<file path="src/rtl/serial_subtractor_if.sv">
// Operand/result bundle for the bit-serial subtractor.
interface serial_subtractor_if #(
    parameter int unsigned WIDTH = 8
);
    logic             start;
    logic [WIDTH-1:0] a;
    logic [WIDTH-1:0] b;
    logic             busy;
    logic             done;
    logic [WIDTH-1:0] diff;
    logic             borrow;

    modport master (
        output start, a, b,
        input  busy, done, diff, borrow
    );

    modport slave (
        input  start, a, b,
        output busy, done, diff, borrow
    );
endinterface

</file>
<file path="src/rtl/serial_subtractor.sv">
// Bit-serial unsigned subtractor: one bit per clock, LSB first.
// Result and borrow appear WIDTH cycles after start is accepted.
module serial_subtractor #(
    parameter int unsigned WIDTH = 8
) (
    input logic               clk,
    input logic               rst,
    serial_subtractor_if.slave bus
);
    localparam int unsigned CW = $clog2(WIDTH);

    typedef enum logic [1:0] {
        IDLE  = 2'd0,
        SHIFT = 2'd1,
        DONE  = 2'd2
    } state_t;

    state_t           state;
    state_t           state_next;
    logic [WIDTH-1:0] a_sr;
    logic [WIDTH-1:0] b_sr;
    logic [WIDTH-1:0] res_sr;
    logic [WIDTH-1:0] res_next;
    logic [CW-1:0]    cnt;
    logic             br;
    logic             br_next;
    logic             d;
    logic             last;
    logic [WIDTH-1:0] diff_q;
    logic             borrow_q;

    // Full-subtractor slice on the current LSBs plus next result word
    always_comb begin
        d        = a_sr[0] ^ b_sr[0] ^ br;
        br_next  = (~a_sr[0] & b_sr[0]) | (~(a_sr[0] ^ b_sr[0]) & br);
        res_next = {d, res_sr[WIDTH-1:1]};
        last     = (cnt == CW'(WIDTH - 1));
    end

    // State register
    always_ff @(posedge clk or posedge rst) begin
        if (rst) begin
            state <= IDLE;
        end else begin
            state <= state_next;
        end
    end

    // Next-state logic; start is only honoured outside SHIFT
    always_comb begin
        state_next = state;
        case (state)
            IDLE:    if (bus.start) state_next = SHIFT;
            SHIFT:   if (last)      state_next = DONE;
            DONE:    state_next = bus.start ? SHIFT : IDLE;
            default: state_next = IDLE;
        endcase
    end

    // Operand latch, serial datapath and result capture
    always_ff @(posedge clk or posedge rst) begin
        if (rst) begin
            a_sr     <= '0;
            b_sr     <= '0;
            res_sr   <= '0;
            br       <= 1'b0;
            cnt      <= '0;
            diff_q   <= '0;
            borrow_q <= 1'b0;
        end else begin
            case (state)
                IDLE, DONE: begin
                    if (bus.start) begin
                        a_sr   <= bus.a;
                        b_sr   <= bus.b;
                        res_sr <= '0;
                        br     <= 1'b0;
                        cnt    <= '0;
                    end
                end
                SHIFT: begin
                    a_sr   <= a_sr >> 1;
                    b_sr   <= b_sr >> 1;
                    res_sr <= res_next;
                    br     <= br_next;
                    if (last) begin
                        diff_q   <= res_next;
                        borrow_q <= br_next;
                    end else begin
                        cnt <= cnt + 1'b1;
                    end
                end
                default: ;
            endcase
        end
    end

    // Status decodes straight from the state flop; no input-to-output path
    always_comb begin
        bus.busy   = (state == SHIFT);
        bus.done   = (state == DONE);
        bus.diff   = diff_q;
        bus.borrow = borrow_q;
    end
endmodule

</file>
<file path="src/flat_wrapper.sv">
// flat-port wrapper written by rule: the top's interface ports become plain ports
module serial_subtractor_flat 
#(
    parameter int unsigned WIDTH = 8
)
  (clk, rst, bus_start, bus_a, bus_b, bus_busy, bus_done, bus_diff, bus_borrow);
  serial_subtractor_if #(.WIDTH(WIDTH)) bus_i ();
  input logic clk;
  input logic rst;
  input wire logic [$bits(bus_i.start)-1:0] bus_start;
  input wire logic [$bits(bus_i.a)-1:0] bus_a;
  input wire logic [$bits(bus_i.b)-1:0] bus_b;
  output wire logic [$bits(bus_i.busy)-1:0] bus_busy;
  output wire logic [$bits(bus_i.done)-1:0] bus_done;
  output wire logic [$bits(bus_i.diff)-1:0] bus_diff;
  output wire logic [$bits(bus_i.borrow)-1:0] bus_borrow;
  assign bus_i.start = bus_start;
  assign bus_i.a = bus_a;
  assign bus_i.b = bus_b;
  assign bus_busy = bus_i.busy;
  assign bus_done = bus_i.done;
  assign bus_diff = bus_i.diff;
  assign bus_borrow = bus_i.borrow;
  serial_subtractor #(.WIDTH(WIDTH)) u_core (.clk(clk), .rst(rst), .bus(bus_i));
endmodule
</file>
<file path="config.mk">
export PLATFORM = sky130hd
export DESIGN_NAME = serial_subtractor_flat
export DESIGN_NICKNAME = d
export VERILOG_FILES = /design/src/rtl/serial_subtractor_if.sv /design/src/rtl/serial_subtractor.sv /design/src/flat_wrapper.sv
export SDC_FILE = /design/constraint.sdc
export NUM_CORES = 1
export LEC_CHECK = 0
export ABC_AREA = 1
export CAP_MARGIN = 20
export CELL_PAD_IN_SITES_DETAIL_PLACEMENT = 1
export CELL_PAD_IN_SITES_GLOBAL_PLACEMENT = 2
export CORE_ASPECT_RATIO = 1.5
export CORE_MARGIN = 5
export CORE_UTILIZATION = 28
export DETAILED_ROUTE_END_ITERATION = 8
export GPL_TIMING_DRIVEN = 0
export PLACE_DENSITY_LB_ADDON = 0.1
export SYNTH_ARGS = -nofsm -noshare
export SYNTH_HDL_FRONTEND = slang
export SYNTH_SLANG_ARGS = --single-unit
</file>
<file path="constraint.sdc">
create_clock -name clk -period 1.2 [get_ports clk]
set_input_delay 0.3 -clock clk [delete_from_list [all_inputs] [get_ports clk]]
set_output_delay 0.3 -clock clk [all_outputs]
set_load 0.02 [all_outputs]
</file>
After elaboration in Yosys (flattened, before gate mapping)
Index checks and enable logic that the tools add are counted.
{ "classes": {"add_sub_neg": 1, "mul": 0, "div_mod_pow": 0, "n_lt_le_gt_ge": 0, "n_eq_ne": 7, "n_shift": 0, "muxes": 15, "bitwise": 7, "reduce_logical": 7} }
{ "ops": {"columns": ["op", "count"], "rows": [
  ["8-bit one-hot mux with 2 select lines", 3],
  ["8-bit two-way mux", 3],
  ["3-bit two-way mux", 2],
  ["2-bit != test, second input constant", 3],
  ["2-bit one-hot mux with 3 select lines", 1],
  ["3-bit one-hot mux with 2 select lines", 1],
  ["2-bit AND reduction", 3],
  ["2-bit two-way mux", 2],
  ["3-bit by 1-bit adder with 3-bit output, second input constant", 1],
  ["3-bit equality test, second input constant", 1],
  ["3-bit AND reduction", 1],
  ["1-bit AND", 2],
  ["2-bit by 1-bit equality test with 1-bit output, second input constant", 1],
  ["2-bit equality test, second input constant", 1],
  ["2-bit logical NOT", 1],
  ["1-bit two-way mux", 2],
  ["2-bit by 1-bit != test with 1-bit output, second input constant", 1],
  ["1-bit inverter", 2],
  ["1-bit one-hot mux with 2 select lines", 1],
  ["2-bit nonzero test", 1],
  ["2-bit OR reduction", 1],
  ["1-bit XOR", 2],
  ["1-bit bitwise OR", 1]
]} }
{ "totals": {"ff_bits": 39, "latchBits": 0, "ramBits": 0, "romBits": 0, "in_bits": 19, "output_inout_bits": 11, "word_cells": 45, "n_memories": 0} }

Depth between registers and ports, before layout
Gate-level depths: netlist of run 1.
{ "logic_depth": {"depth_word": 5, "depth_mapped": 8, "mapped_depth_nobuf": 6} }

Worst setup path after synthesis of run 1
OpenSTA, ideal clock, no wires.
{ "synth_path": {"path_kind": "reg2out", "startpoint": "reg u_core.state[0]", "endpoint": "out bus_done", "arrival_time_ns": 1.013, "t_required_ns": 0.900, "setup_slack_ns": -0.113, "path_stages_with_launch": 4, "n_path_buf": 2, "cell_sequence": "dfrtp_1 buf_4 buf_1 nor2_1"} }
{ "synth_via": {"elab_chain_len": 1} }
{ "synth_rtl": {"columns": ["item", "line", "text"], "rows": [
  ["start: declaration", "serial_subtractor.sv:18", "state_t state;"],
  ["start signal: assignment", "serial_subtractor.sv:45", "state <= state_next;"],
  ["2-bit equality test", "serial_subtractor.sv:101", "bus.done = (state == DONE);"],
  ["end: declaration", "flat_wrapper.sv:14", "output wire logic [$bits(bus_i.done)-1:0] bus_done;"]
]} }
Every way passes these cells.

Final worst setup path of run 1
Ends and elaborated chain as after synthesis.

==> impl_metrics.toml, run 1 <==
[routing]
drtAntennaViolNets = 0
drtIter0Drc = 34
drc = 0
dr_total_vias = 1582
viasPerCell = 4.407
routed_wl_microns = 4901
drt-pass1-iter-count = 4
wl_per_cell_microns = 13.65

[synthesis]
synth_compound_area_share_pct = 7.415
synth_area_sq_um = 1873
synthMuxAreaShare_pct = 0
synth_xor_area_share_pct = 0
ys_types = 21
syn_nets = 242
ys_seq_area_share_pct = 50.77
yosys_warnings = 0
ys_ff_latch = 38
synth-simple-area-share_pct = 26.52
synth.avg_cell_area_sq_um = 8.514
syn-instance-count = 220
synth_fa_ha_area_share_pct = 2.405
synth_top_family_by_area = "simple AND/OR/NAND/NOR gates"

[clocking]
ctsHoldBuffers = 0
numCtsBuffers = 5
htreeDepth = 2
clkTransAtPathRegs_ps = 80
cts_root_buf = "clkbuf_8"
clk_latency_ps = 290
cts_max_path_buffers = 2
cts_tree = "yes"
clock_sinks = 38

[sta]
slew_headroom_pct = 53.42
rsz0062_at_grt = "true"
finalCritPeriodShare_pct = 118.1
tns_ps = -4592
slew_violations = 0
clock.fmax_mhz = 705.4
clock_skew_ps = 7.222
setup_viol = 39
fin_ws_ps = -217.7
min_period_ps = 1418
tightestPinTransition_ps = 697.9
hold_violations = 0

[finish]
diodes = 0
final_cell_mix = "nand2_1, inv_1, dfrtp_1, nand3_1, clkdlybuf4s50_1"
num-nets-final = 304
fill_cells = 763
instances_no_fill = 359
area_growth_pct = 50.10
drive_above_1_share_pct = 35.69
layout.cells.most_common = "nand2_1"
final_area_sq_um = 2811

[worst_setup_path]
cp-start-kind = "flip-flop"
crit_type = "reg -> out"
reg2reg_slack_ps = -180
required_ps = 900
endpoint_kind = "output port"
crit_fanout = 4
cp.arrival_ps = 1120

[die]
core-area_sq_um = 6531
initial_utilization_pct = 28.68
rows = 36
fp.dieW_microns = 76.78
num_io_pins = 30
die-area_sq_um = 8459
die_h_microns = 110.2

[power_and_ir_drop]
p_leak_nw = 1.449
total_power_mw = 7.682
power_density_nw_per_um2 = 2732
ir_drop_v = 0.0007027

[place]
dp.cells = 325
place_area_sq_um = 2283
dp_hpwl_microns = 3120
io_buffers = 29
gp_congestion = 0.6910

[status]
violations = "negative setup slack"
status = "finished, violations left"

[global_route]
antenna_found_initial = 0
grt_pass1_vias = 1650
grt_overflow_total = 0
grt_usage_pct = 12.23
grt_pass1_wl_microns = 8135
grt_max_degree = 39

[run]
drv_cap = 0

[hold_path]
min_path_type = "in -> async"
Yosys cell counts (all sizes together):
master	number	area, sq um
nand2	73	304.0
o21ai	18	138.9
buf	8	65.05
nand3b	1	7.510
dfrtp	38	950.9
nor2	2	23.77
ha	2	25.02
clkinv	1	8.760
nand3	31	155.2
fa	1	20.02
or2	1	6.260
inv	44	167.7
stage by stage:
step / hold slack [ps] / worst slack [ps] / util [%]
2_1_floorplan: 421.0 / -6.251 / -
3_3_place_gp: 464.4 / -994.4 / 34.96
3_5_place_dp: 467.5 / -693.2 / 34.96
4_1_cts: 488.4 / -232.6 / 39.92
5_1_grt: 469.8 / -256.3 / 43.05
6_report: 403.0 / -217.7 / 43.05
area by class of cell:
cell class / count / area [sq um] / area share, %
Buffer: 8 / 118.9 / 4.228
Tap cell: 76 / 95.09 / 3.382
Multi-Input combinational cell: 129 / 804.5 / 28.62
Sequential cell: 38 / 952.2 / 33.87
Timing Repair Buffer: 55 / 546.8 / 19.45
Clock inverter: 3 / 40.04 / 1.424
Clock buffer: 5 / 68.82 / 2.448
Inverter: 45 / 185.2 / 6.587
power breakdown:
part | internal, mW | leakage, nW | switching, mW | total [mW]
registers | 1.90 | 0.468 | 0.349 | 2.25
clock network | 0.612 | 0.0579 | 0.485 | 1.10
logic | 2.09 | 0.923 | 2.25 | 4.33
routing by layer:
metal	part of all wire [%]	vias to the layer above	wire length, microns	GRT usage (%)
li1	-	789	-	-
met1	41	760	1987	13.06
met2	54	26	2666	23.15
met3	4.1	7	202	3.171
met4	0.94	0	46	4.125
met5	0	-	0	0
kinds of logic after synthesis:
kind of cell / Yosys count
and+or+nand+nor: 108
AOI/OAI and AO/OA: 18
DFF: 38
buffers and inverters: 53
adders and majority gates: 3
worst max-delay path, stage by stage (launching register included):
cell,delay (ps)
dfrtp_1,380
buf_6,130
buf_8,120
nor2_4,70
buf_6,120
registers in the layout (all words and copies together) (netlist names):
signal,flops
u_core.cnt,3
u_core.bus.diff,8
u_core.bus.borrow,1
u_core.b_sr,8
u_core.res_sr,7
u_core.a_sr,8
u_core.state,2
u_core.br,1
final timing paths:
kind | cells past startpoint | to | start
worst max-delay path | 4 | bus_done | u_core.state[0]$_DFFE_PP0P_
worst min-delay path | 2 | u_core.bus.diff[5]$_DFFE_PP0P_ | rst
worst max register to register | 8 | u_core.res_sr[4]$_DFFE_PP0P_ | u_core.state[0]$_DFFE_PP0P_
worst min register to register | 2 | u_core.b_sr[2]$_DFFE_PP0P_ | u_core.b_sr[2]$_DFFE_PP0P_
max in group asynchronous | 2 | u_core.state[1]$_DFFE_PP0P_ | rst
min in group clk | 2 | u_core.b_sr[2]$_DFFE_PP0P_ | u_core.b_sr[2]$_DFFE_PP0P_
repair_timing:
item / in CTS / in global routing
resized for setup: 88 / 26
setup endpoints to repair: 45 / 46
pin swaps: 8 / 6
buffers inserted: 14 / 10
cloned: 1 / 1
(Power assumes the default switching activity.)
==> run 2, diff against run 1 <==
CORE_MARGIN = not set   (was 5)
CORE_UTILIZATION = 33   (was 28)
DONT_BUFFER_PORTS = 1   (was not set)
==> run 2 against run 1 <==
  * Sequential cell count is the same
  * The run still ends with negative setup slack left
  * Via count fell by 8.2%
  * Wire length is 6.1% lower
==> impl_metrics.toml, run 2 (same netlist as run 1, synthesis figures left out) <==
[worst_setup_path]
crit_type = "reg -> out"
crit_fanout = 4
cp_slowest_stage_delay_ps = 390
crit_family = "flip-flops"
worstPathCellList = "buf_6 > buf_8 > nor2_4"
cp.arrival_ps = 1070
required_ps = 900
cp-start-kind = "flip-flop"
crit_slowest_cell = "dfrtp_1"
path_buf_inv = 2
endpoint_kind = "output port"

[global_route]
grt_pass1_vias = 1625
grt_usage_pct = 17.80
grt_pass1_wl_microns = 7948
grt_overflow_total = 0
grt_max_degree = 39
antenna_found_initial = 0

[finish]
fill_cells = 660
drive_above_1_share_pct = 26.53
num-nets-final = 267
utilization_pct = 42.86
diodes = 0
area_growth_pct = 24.72
layout.cells.most_common = "nand2_1"
final_cell_mix = "nand2_1, inv_1, dfrtp_1, nand3_1"

[clocking]
numCtsBuffers = 5
clock_sinks = 38
clkTransAtPathRegs_ps = 80
cts_root_buf = "clkbuf_8"
cts_tree = "yes"
htreeDepth = 2
cts_max_path_buffers = 2
clk_latency_ps = 290

[power_and_ir_drop]
p_leak_nw = 1.242
p_comb_share_pct = 51.0
power_density_nw_per_um2 = 2889
switchingPower_mw = 2.868
p_int_mw = 3.881
ir_drop_v = 0.0008916
power_frac_clock_pct = 12.7
pwr-share-seq_pct = 36.4
swShare_pct = 42.49

[sta]
fin_ws_ps = -168.4
hold_violations = 0
tightestPinTransition_ps = 818.3
slew_headroom_pct = 45.37
finalCritPeriodShare_pct = 114.0
min_period_ps = 1368
clock_skew_ps = 7.592
rsz0062_at_grt = "true"
clock.fmax_mhz = 730.8
setup_viol = 36
slew_violations = 0

[routing]
drc = 0
drtIter0Drc = 53
routed_wl_microns = 4604
viasPerCell = 4.610
drt-pass1-iter-count = 2
wl_per_cell_microns = 14.62
drtAntennaViolNets = 0
dr_total_vias = 1452

[die]
fp.dieW_microns = 63.52
num_io_pins = 30
die-area_sq_um = 5988
initial_utilization_pct = 34.37
die_h_microns = 94.27
core-area_sq_um = 5450
rows = 33

[place]
gp_congestion = 0.7222
pre_cts_ws_ps = -213.1
io_buffers = 0
dp_hpwl_microns = 3076

[status]
status = "finished, violations left"
violations = "negative setup slack"

[hold_path]
min_path_type = "in -> async"

[run]
drv_cap = 0
## run 2: changes by cell type in the layout (fill, tap and decap cells not counted), sizes merged
cell           previous run  this run
buf                      44        24
clkdlybuf4s50            18         0
bufbuf                    0         1
bufinv                    1         0
clkbuf                    6         5
clkinv                    4         3
inv                      43        44
nor2                      2         3
## run 2: power by group through the flow
stage / Combinational, mW / Clock (mW) / Sequential, mW
after floorplan: 2.14 / 0 / 2.36
after global placement: 2.57 / 0 / 2.42
after detailed placement: 2.68 / 0 / 2.46
after CTS: 3.43 / 0.875 / 2.44
after global routing: 3.89 / 0.938 / 2.52
final: 3.44 / 0.854 / 2.45
## run 2: worst reg2reg max path, stage by stage (launching register included)
cell	delay (ps)
dfrtp_1	390
buf_6	140
buf_4	170
nand2_8	110
nand2_8	80
bufbuf_16	280
o21ai_2	100
## run 2: worst paths after layout
path	from	to	slack [ps]	cells past startpoint
max	u_core.state[0]$_DFFE_PP0P_	bus_done	-170	3
min	rst	u_core.cnt[0]$_DFFE_PP0P_	40	1
max reg2reg	u_core.state[0]$_DFFE_PP0P_	u_core.res_sr[6]$_DFFE_PP0P_	-130	6
min reg2reg	u_core.b_sr[4]$_DFFE_PP0P_	u_core.b_sr[4]$_DFFE_PP0P_	480	2
max in group asynchronous	rst	u_core.state[1]$_DFFE_PP0P_	590	1
min in group clk	bus_b[7]	u_core.b_sr[7]$_DFFE_PP0P_	150	2
## run 2: metrics by stage
stage | area [sq um] | hold slack (ps) | setup TNS [ps] | instances | power, mW
floorplan | 1898 | 421.0 | -6.251 | 220 | 4.503
global placement | 1986 | 434.4 | -19680 | 290 | 4.986
detailed placement | 1986 | 398.5 | -3991 | 290 | 5.147
CTS | 2307 | 77.83 | -2813 | 314 | 6.738
global route | 2336 | 97.82 | -5370 | 315 | 7.352
finish | 2336 | 40.35 | -3070 | 315 | 6.749
## run 2: cell type report
cell class / count / area, sq um / area share [%]
plain buffers: 8 / 105.1 / 4.499
repair buffers: 17 / 168.9 / 7.231
well taps: 70 / 87.58 / 3.749
inverters: 45 / 181.4 / 7.766
flip-flops and latches: 38 / 952.2 / 40.76
multi-input cells: 130 / 762.0 / 32.62
clock buffers: 5 / 68.82 / 2.946
clock inverters: 2 / 10.01 / 0.4285
## run 2: routing by layer
| metal | global-route usage, % | up-vias | share of wire (%) |
|---|---|---|---|
| met1 | 18.80 | 711 | 39 |
| met3 | 4.005 | 5 | 2.7 |
| met5 | 0 | - | 0 |
| met2 | 33.51 | 25 | 57 |
| li1 | - | 711 | - |
| met4 | 6.818 | 0 | 1.2 |
## run 2: repair_timing
| action | CTS | global route |
|---|---|---|
| endpoints found under the setup margin | 36 | 38 |
| hold buffers | 0 | 0 |
| gates resized for setup | 23 | 4 |
| cloned | 2 | 0 |
| pin swaps | 11 | 5 |
| buffers inserted | 15 | 1 |
